<file path="src/rtl/uart_rx.sv">
// ---------------------------------------------------------------------------
// uart_rx : 8N1 UART receiver with a valid/read byte handshake.
//
// Recovers frames (start bit, DATA_BITS data bits LSB first, one stop bit)
// from an asynchronous serial line. Each bit is sampled at its midpoint, which
// is found once from the start bit and then held for the rest of the frame.
// Framing errors and overruns are reported as sticky flags.
//
// Ports:
//   i_clk        system clock, rising edge
//   i_rst_n      synchronous active-low reset
//   i_rx_en      enables start-bit detection (does not abort a frame)
//   i_rx_in      asynchronous serial line, idle high
//   i_read       consumer acknowledge, honoured only while o_valid=1
//   o_rx_out     last received byte
//   o_valid      o_rx_out holds an unread byte
//   o_frame_err  last frame had stop bit = 0 (sticky until next good frame)
//   o_overrun    a byte was overwritten before being read (sticky until read)
//   o_busy       frame reception in progress
//
// CLKS_PER_BIT must be an even number >= 4. DATA_BITS is fixed at 8.
// ---------------------------------------------------------------------------
module uart_rx #(
    parameter int unsigned CLKS_PER_BIT = 16,
    parameter int unsigned DATA_BITS    = 8
) (
    input  logic                 i_clk,
    input  logic                 i_rst_n,
    input  logic                 i_rx_en,
    input  logic                 i_rx_in,
    input  logic                 i_read,
    output logic [DATA_BITS-1:0] o_rx_out,
    output logic                 o_valid,
    output logic                 o_frame_err,
    output logic                 o_overrun,
    output logic                 o_busy
);

    localparam int unsigned CNT_W = $clog2(CLKS_PER_BIT);
    localparam int unsigned IDX_W = 3;

    localparam logic [CNT_W-1:0] CNT_HALF = CNT_W'(CLKS_PER_BIT / 2 - 1);
    localparam logic [CNT_W-1:0] CNT_LAST = CNT_W'(CLKS_PER_BIT - 1);
    localparam logic [IDX_W-1:0] IDX_LAST = IDX_W'(DATA_BITS - 1);

    typedef enum logic [2:0] {
        S_IDLE  = 3'd0,
        S_START = 3'd1,
        S_DATA  = 3'd2,
        S_STOP  = 3'd3,
        S_BREAK = 3'd4
    } state_t;

    // Registers
    logic                 r_sync1;
    logic                 r_sync2;
    state_t               r_state;
    logic [CNT_W-1:0]     r_cnt;
    logic [IDX_W-1:0]     r_idx;
    logic [DATA_BITS-1:0] r_shift;
    logic [DATA_BITS-1:0] r_rx_out;
    logic                 r_valid;
    logic                 r_frame_err;
    logic                 r_overrun;
    logic                 r_busy;

    // Next-state values
    logic                 w_srx;
    state_t               w_state_nxt;
    logic [CNT_W-1:0]     w_cnt_nxt;
    logic [IDX_W-1:0]     w_idx_nxt;
    logic [DATA_BITS-1:0] w_shift_nxt;
    logic [DATA_BITS-1:0] w_rx_out_nxt;
    logic                 w_valid_nxt;
    logic                 w_frame_err_nxt;
    logic                 w_overrun_nxt;
    logic                 w_busy_nxt;

    // Two-flop synchronizer; resets to the idle-high line level
    always_ff @(posedge i_clk) begin
        if (!i_rst_n) begin
            r_sync1 <= 1'b1;
            r_sync2 <= 1'b1;
        end else begin
            r_sync1 <= i_rx_in;
            r_sync2 <= r_sync1;
        end
    end

    assign w_srx = r_sync2;

    // State and datapath registers
    always_ff @(posedge i_clk) begin
        if (!i_rst_n) begin
            r_state     <= S_IDLE;
            r_cnt       <= '0;
            r_idx       <= '0;
            r_shift     <= '0;
            r_rx_out    <= '0;
            r_valid     <= 1'b0;
            r_frame_err <= 1'b0;
            r_overrun   <= 1'b0;
            r_busy      <= 1'b0;
        end else begin
            r_state     <= w_state_nxt;
            r_cnt       <= w_cnt_nxt;
            r_idx       <= w_idx_nxt;
            r_shift     <= w_shift_nxt;
            r_rx_out    <= w_rx_out_nxt;
            r_valid     <= w_valid_nxt;
            r_frame_err <= w_frame_err_nxt;
            r_overrun   <= w_overrun_nxt;
            r_busy      <= w_busy_nxt;
        end
    end

    // Next-state, datapath and handshake logic
    always_comb begin
        w_state_nxt     = r_state;
        w_cnt_nxt       = r_cnt;
        w_idx_nxt       = r_idx;
        w_shift_nxt     = r_shift;
        w_rx_out_nxt    = r_rx_out;
        w_valid_nxt     = r_valid;
        w_frame_err_nxt = r_frame_err;
        w_overrun_nxt   = r_overrun;

        // Consumer read; a byte completing in the same cycle overrides valid below
        if (r_valid && i_read) begin
            w_valid_nxt   = 1'b0;
            w_overrun_nxt = 1'b0;
        end

        unique case (r_state)
            S_IDLE: begin
                if (i_rx_en && !w_srx) begin
                    w_state_nxt = S_START;
                    w_cnt_nxt   = '0;
                end
            end

            // Confirm the start bit at its midpoint; a high line here is a glitch
            S_START: begin
                if (r_cnt == CNT_HALF) begin
                    w_cnt_nxt = '0;
                    if (!w_srx) begin
                        w_state_nxt = S_DATA;
                        w_idx_nxt   = '0;
                    end else begin
                        w_state_nxt = S_IDLE;
                    end
                end else begin
                    w_cnt_nxt = r_cnt + CNT_W'(1);
                end
            end

            // Shift right so the first (LSB) bit ends up in bit 0
            S_DATA: begin
                if (r_cnt == CNT_LAST) begin
                    w_cnt_nxt   = '0;
                    w_shift_nxt = {w_srx, r_shift[DATA_BITS-1:1]};
                    if (r_idx == IDX_LAST) begin
                        w_state_nxt = S_STOP;
                    end else begin
                        w_idx_nxt = r_idx + IDX_W'(1);
                    end
                end else begin
                    w_cnt_nxt = r_cnt + CNT_W'(1);
                end
            end

            S_STOP: begin
                if (r_cnt == CNT_LAST) begin
                    w_cnt_nxt = '0;
                    if (w_srx) begin
                        w_rx_out_nxt    = r_shift;
                        w_valid_nxt     = 1'b1;
                        w_frame_err_nxt = 1'b0;
                        if (r_valid && !i_read) begin
                            w_overrun_nxt = 1'b1;
                        end
                        w_state_nxt = S_IDLE;
                    end else begin
                        w_frame_err_nxt = 1'b1;
                        w_state_nxt     = S_BREAK;
                    end
                end else begin
                    w_cnt_nxt = r_cnt + CNT_W'(1);
                end
            end

            // Hold off until the line returns high so a stuck-low line cannot retrigger
            S_BREAK: begin
                if (w_srx) begin
                    w_state_nxt = S_IDLE;
                end
            end

            default: begin
                w_state_nxt = S_IDLE;
                w_cnt_nxt   = '0;
            end
        endcase

        w_busy_nxt = (w_state_nxt != S_IDLE);
    end

    assign o_rx_out    = r_rx_out;
    assign o_valid     = r_valid;
    assign o_frame_err = r_frame_err;
    assign o_overrun   = r_overrun;
    assign o_busy      = r_busy;

endmodule
</file>
<file path="config.mk">
export PLATFORM = sky130hd
export DESIGN_NAME = uart_rx
export DESIGN_NICKNAME = d
export VERILOG_FILES = /design/src/rtl/uart_rx.sv
export SDC_FILE = /design/constraint.sdc
export NUM_CORES = 1
export LEC_CHECK = 0
export CAP_MARGIN = 20
export CELL_PAD_IN_SITES_DETAIL_PLACEMENT = 1
export CELL_PAD_IN_SITES_GLOBAL_PLACEMENT = 2
export CORE_MARGIN = 3
export CORE_UTILIZATION = 34
export DETAILED_ROUTE_END_ITERATION = 8
export GPL_TIMING_DRIVEN = 0
export HOLD_SLACK_MARGIN = 0.03
export PLACE_DENSITY = 0.85
export SYNTH_ARGS = -nofsm -noshare
export SYNTH_HDL_FRONTEND = slang
export SYNTH_SLANG_ARGS = --single-unit
</file>
<file path="constraint.sdc">
create_clock -name i_clk -period 1.9 [get_ports i_clk]
set_input_delay 0.475 -clock i_clk [delete_from_list [all_inputs] [get_ports i_clk]]
set_output_delay 0.475 -clock i_clk [all_outputs]
set_load 0.02 [all_outputs]
</file>
=== Word level (Yosys, flattened, before mapping) ===
Index checks and enable logic that the tools add are counted.

* Bitwise operators: 1
* Equal/unequal tests: 12
* Mux-type cells: 28
* Reductions and logical operators: 14
* Add/sub/neg operators: 2

{| class="wikitable"
|+ Operators with widths
! cell !! count
|-
| 2-to-1 mux 3 bit || 11
|-
| case mux 4 bit (4 select lines) || 1
|-
| case mux 3 bit (5 select lines) || 1
|-
| 2-to-1 mux 4 bit || 3
|-
| 2-to-1 mux 1 bit || 10
|-
| != test 2 bit, second input constant || 5
|-
| equality test 3 x 2 -> 1 bit, second input constant || 2
|-
| equality test 3 bit, second input constant || 2
|-
| case mux 3 bit (2 select lines) || 1
|-
| AND reduction 2 bit || 3
|-
| AND reduction 5 bit || 1
|-
| adder 4 x 1 -> 4 bit, second input constant || 1
|-
| equality test 4 x 3 -> 1 bit, second input constant || 1
|-
| equality test 4 bit, second input constant || 1
|-
| adder 3 x 1 -> 3 bit, second input constant || 1
|-
| equality test 3 x 1 -> 1 bit, second input constant || 1
|-
| logical AND 1 bit || 3
|-
| zero test 3 bit || 1
|-
| AND reduction 3 bit || 1
|-
| nonzero test 3 bit || 1
|-
| zero test 1 bit || 2
|-
| 2-to-1 mux 2 bit || 1
|-
| nonzero test 2 bit || 1
|-
| OR reduction 2 bit || 1
|-
| NOT 1 bit || 1
|}

* Word-level logic and storage cells: 68
* Input bits: 5
* Bits in registers: 32
* Output and inout bits: 12

=== Longest topological paths before layout ===
* Depth after elaboration: 6
* Gate-level depth with buffers: 6
* Mapped depth without buffers: 5

=== Worst setup path before layout ===
OpenSTA, ideal clock, no wires.

* Kind: flip-flop to flip-flop
* From: register r_cnt[0]
* To: register r_idx[0]
* Stages on the path, launching flop included: 6
* Arrival time: 1.546 ns
* Period minus slack after synthesis: 1.618 ns
* Library setup time: 0.072 ns
* Data required time: 1.828 ns
* Path slack: 0.282 ns
* Buffers on the path: 0
* Path through: dfxtp_1 > ha_1 > and3b_1 > or4b_4 > o211ai_2 > mux2i_1

* Cells in the longest elaborated chain, start to end: 3
* Elaborated cells on any way between the ends: 5
* Those cells by class: 4 x eq/ne; 1 x reduce/logical

{| class="wikitable"
|+ Ends and longest elaborated chain
! element !! RTL line !! text
|-
| from (decl) || 58 || <nowiki>logic [CNT_W-1:0] r_cnt;</nowiki>
|-
| from (signal assigned) || 106 || <nowiki>r_cnt <= w_cnt_nxt;</nowiki>
|-
| equality test 4 bit or equality test 4 x 3 -> 1 bit (tied branches) || 159, 144 ||
|-
| != test 2 bit (no line) || -- ||
|-
| AND reduction 5 bit (no line) (*) || -- ||
|-
| to (signal assigned) || 107 || <nowiki>r_idx <= w_idx_nxt;</nowiki>
|-
| to (decl) || 59 || <nowiki>logic [IDX_W-1:0] r_idx;</nowiki>
|}

Mark *: on every way between the ends. The rest lies on a longest branch, timed or not.
A chain may end at the register's enable or synchronous reset.

=== Worst setup path after layout ===
* From: register r_cnt[0]
* To: register r_idx[2]

The elaborated chain is that of the path after synthesis.

==> impl_metrics.csv <==
group,metric,value,unit
worst_setup_path,critical-path-top-delay-family,"simple AND/OR/NAND/NOR gates",
clock_tree,clockRootBuffer,"clkbuf_8",
status,run_status,"finished clean",
timing,timing_max_transition_violations_final,0,
worst_setup_path,worst_path_largest_cell_delay,0.52,ns
timing,timing.clock.skew,0.007571,ns
final_layout,final_util,45.13,%
global_routing,antenna_found_initial,0,
drt,remaining_drc_errors,0,
floorplanning,die_width,70.20,um
clock_tree,cts-htree-levels,2,
worst_setup_path,worst_path_max_delay_cell,"or4b_4",
yosys,synth_edf_count,0,
run,max-cap-violations,0,
drt,routed_length_per_placed_instance,14.26,um
final_layout,layout.nets,167,
floorplanning,core_area,3826,um^2
floorplanning,fp-row-count,22,
placed_design,hpwl,2179,um
drt,drt-initial-drc-count,39,
min_path,min_path_type,"reg -> reg",
yosys,synth_async_sr_flop_share,0,%
clock_tree,num_cts_buffers,5,
drt,antenna_left,0,
placed_design,routabilityCongestion,0.8377,
yosys,synth_area_leader_cell,"dfxtp_1",
pwr,p_per_area,735.0,nW/um^2
worst_setup_path,critical_path_cell_by_cell,"ha_1 > and3b_1 > or4b_4 > o211ai_4 > mux2i_1",
placed_design,port_bufs,16,
clock_tree,clock_tree_from_tritoncts,"done",
worst_setup_path,crit_path_end_kind,"flip-flop",
clock_tree,cts_sinks,32,
drt,finalWirelength,2967,um
drt,router_iterations_before_antenna_repair,4,
final_layout,drive_gt1_share,11.25,%
timing,final_period_minus_worst_setup_slack,1.765,ns
global_routing,first_pass_grt_wire_length,5202,um
worst_setup_path,critPathArrivalTime,1.98,ns
yosys,synth_warnings,0,
worst_setup_path,path_max_fanout,8,
clock_tree,worst_skew_pair.late_latency,0.29,ns
floorplanning,start_util,36.63,%
floorplanning,design.portCount,17,
drt,vias_per_cell,5.053,
timing,setup_violations,0,
yosys,synth-seq-area-share,45.71,%
timing,hold_viol,0,
yosys,synth_cell_types,38,
yosys,synth-main-ff-cell,"dfxtp_1",
timing,final.period_utilization,92.92,%
yosys,avgSynthCellArea,10.30,um^2
timing,fmaxAchievable,566.4,MHz
final_layout,insertedDiodeCount,0,
pwr,vdd_ir_drop_max,0.0003876,V
clock_tree,ctsLongestPathBuffers,2,
worst_setup_path,timing.critical_path.required,2.11,ns
global_routing,grt.total_usage,13.27,%
yosys,ys_seq_elements,32,
drt,routed-via-count,1051,
yosys,synthTopCellsByArea,"dfxtp_1 46%, mux2i_1 14%, nor2b_1 8.5%, ha_1 2.7%, nand2_1 1.9%",
global_routing,grt-ovfl-total,0,
floorplanning,fp.dieArea,4928,um^2
yosys,post-synth-top-area-fraction,45.71,%
timing,slew-limit-headroom,69.80,%
global_routing,via_count_of_the_first_global_routing_pass,1098,
yosys,synth_cells,136,
clock_tree,cts-hold-fix-buffers,0,
timing,max_slew.worst_pin.slew,0.4495,ns
worst_setup_path,critPathBufInv,0,
timing,tns,0,ns
global_routing,maximum_number_of_pins_on_one_net_before_global_route_repair,11,
yosys,mapped_nets,144,
clock_tree,path_clk_slew,0.07,ns
yosys,synth_area,1401,um^2
worst_setup_path,worst_setup_path_start_kind,"flip-flop",
final_layout,flow.area_growth_from_synthesis,23.21,%
pwr,leakagePower,0.6720,nW
worst_setup_path,setup.worst_path.class,"reg -> reg",
floorplanning,die_y,70.20,um
-- layout make-up --
cell class,count,area (um^2)
Buffer,8,47.55
Multi-Input combinational cell,94,716.9
Clock buffer,7,86.33
Clock inverter,1,7.507
Sequential cell,32,640.6
Tap cell,48,60.06
Fill cell,432,2100
Timing Repair Buffer,16,160.2
Inverter,2,7.507
-- repair_timing --
action,CTS,global route
buffers inserted,0,0
endpoints found under the setup margin,0,2
gates resized for setup,0,2
-- metal layers --
layer / vias to the layer above / share of wire (%) / global-route usage (%)
met1: 504 / 46 / 16.24
met3: 5 / 3.3 / 4.748
met2: 13 / 49 / 21.51
li1: 529 / - / -
met4: 0 / 1.3 / 4.468
met5: - / 0 / 0
-- cell usage in the layout, fill, tap and decap left out, types with 2 or more instances in the layout --
master and count:
a21boi_1 2, a22oi_1 2, a32oi_1 2, and2_1 2
and3_1 3, buf_2 2, clkbuf_1 4, clkbuf_8 6
clkdlybuf4s50_1 16, dfxtp_1 32, ha_1 3, inv_1 2
mux2i_1 20, nand2_1 7, nand2b_1 2, nand3_1 5
nand4_1 2, nor2_1 3, nor2b_1 19, nor3_1 3
o21ai_1 2
-- power breakdown --
group | switching [mW] | total, mW | internal (mW) | leakage (nW)
Combinational | 0.0219 | 0.0449 | 0.0230 | 0.369
Sequential | 0.00311 | 0.678 | 0.675 | 0.258
Clock | 0.252 | 0.546 | 0.294 | 0.0445
Total | 0.277 | 1.27 | 0.992 | 0.672
-- flip-flops by register name (all words and copies together), names as in the netlist, named ones only --
signal / cells
r_shift: 8
r_idx: 3
o_rx_out: 8
o_busy: 1
o_frame_err: 1
r_cnt: 4
r_state: 3
r_sync2: 1
r_sync1: 1
o_valid: 1
-- cells in the mapped netlist (3+ instances only) --
master / n
mux2i_1: 20
nor2_1: 3
dfxtp_1: 32
nand3_1: 5
nand2_1: 7
ha_1: 3
nor3_1: 3
nor2b_1: 19
buf_2: 3
and3_1: 3
clkbuf_1: 3
-- final timing paths --
path,startpoint,to,slack (ns),cells after the start
worst max register to register,r_cnt[0]$_SDFFE_PN0P_,r_idx[2]$_SDFFE_PN0P_,0.13,5
worst max-delay path,r_cnt[0]$_SDFFE_PN0P_,r_idx[2]$_SDFFE_PN0P_,0.13,5
worst min-delay path,r_sync1$_SDFF_PN1_,r_sync2$_SDFF_PN1_,0.41,1
worst min register to register,r_sync1$_SDFF_PN1_,r_sync2$_SDFF_PN1_,0.41,1
-- kinds of logic after synthesis --
family | Yosys count | share of synthesized area (%)
simple gates | 55 | 24.29
flops | 32 | 45.71
mux | 20 | 14.29
compound gates | 15 | 8.660
buf+inv | 10 | 3.750
fa+ha+maj | 3 | 2.679
xor+xnor | 1 | 0.6251
-- through the flow --
stage	hold slack [ns]	worst slack [ns]	instances	cell area, um^2	power, mW
finish	0.4087	0.1346	208	1727	1.269
global route	0.4433	-0.002421	208	1727	1.328
CTS	0.4130	0.1016	208	1715	1.290
detailed placement	0.3993	0.03711	200	1622	0.7385
global placement	0.3936	0.06171	200	1622	0.7373
floorplan	0.3863	0.2824	136	1401	0.7193
-- worst register-to-register path: cells and delay by family (launching register included) --
family | cells | cell delay, ns
AOI/OAI and AO/OA | 1 | 0.12
and+or+nand+nor | 2 | 0.74
muxes | 1 | 0.22
DFF | 1 | 0.33
adders and majority gates | 1 | 0.29
Note: power is estimated with default switching activity, not from simulation.
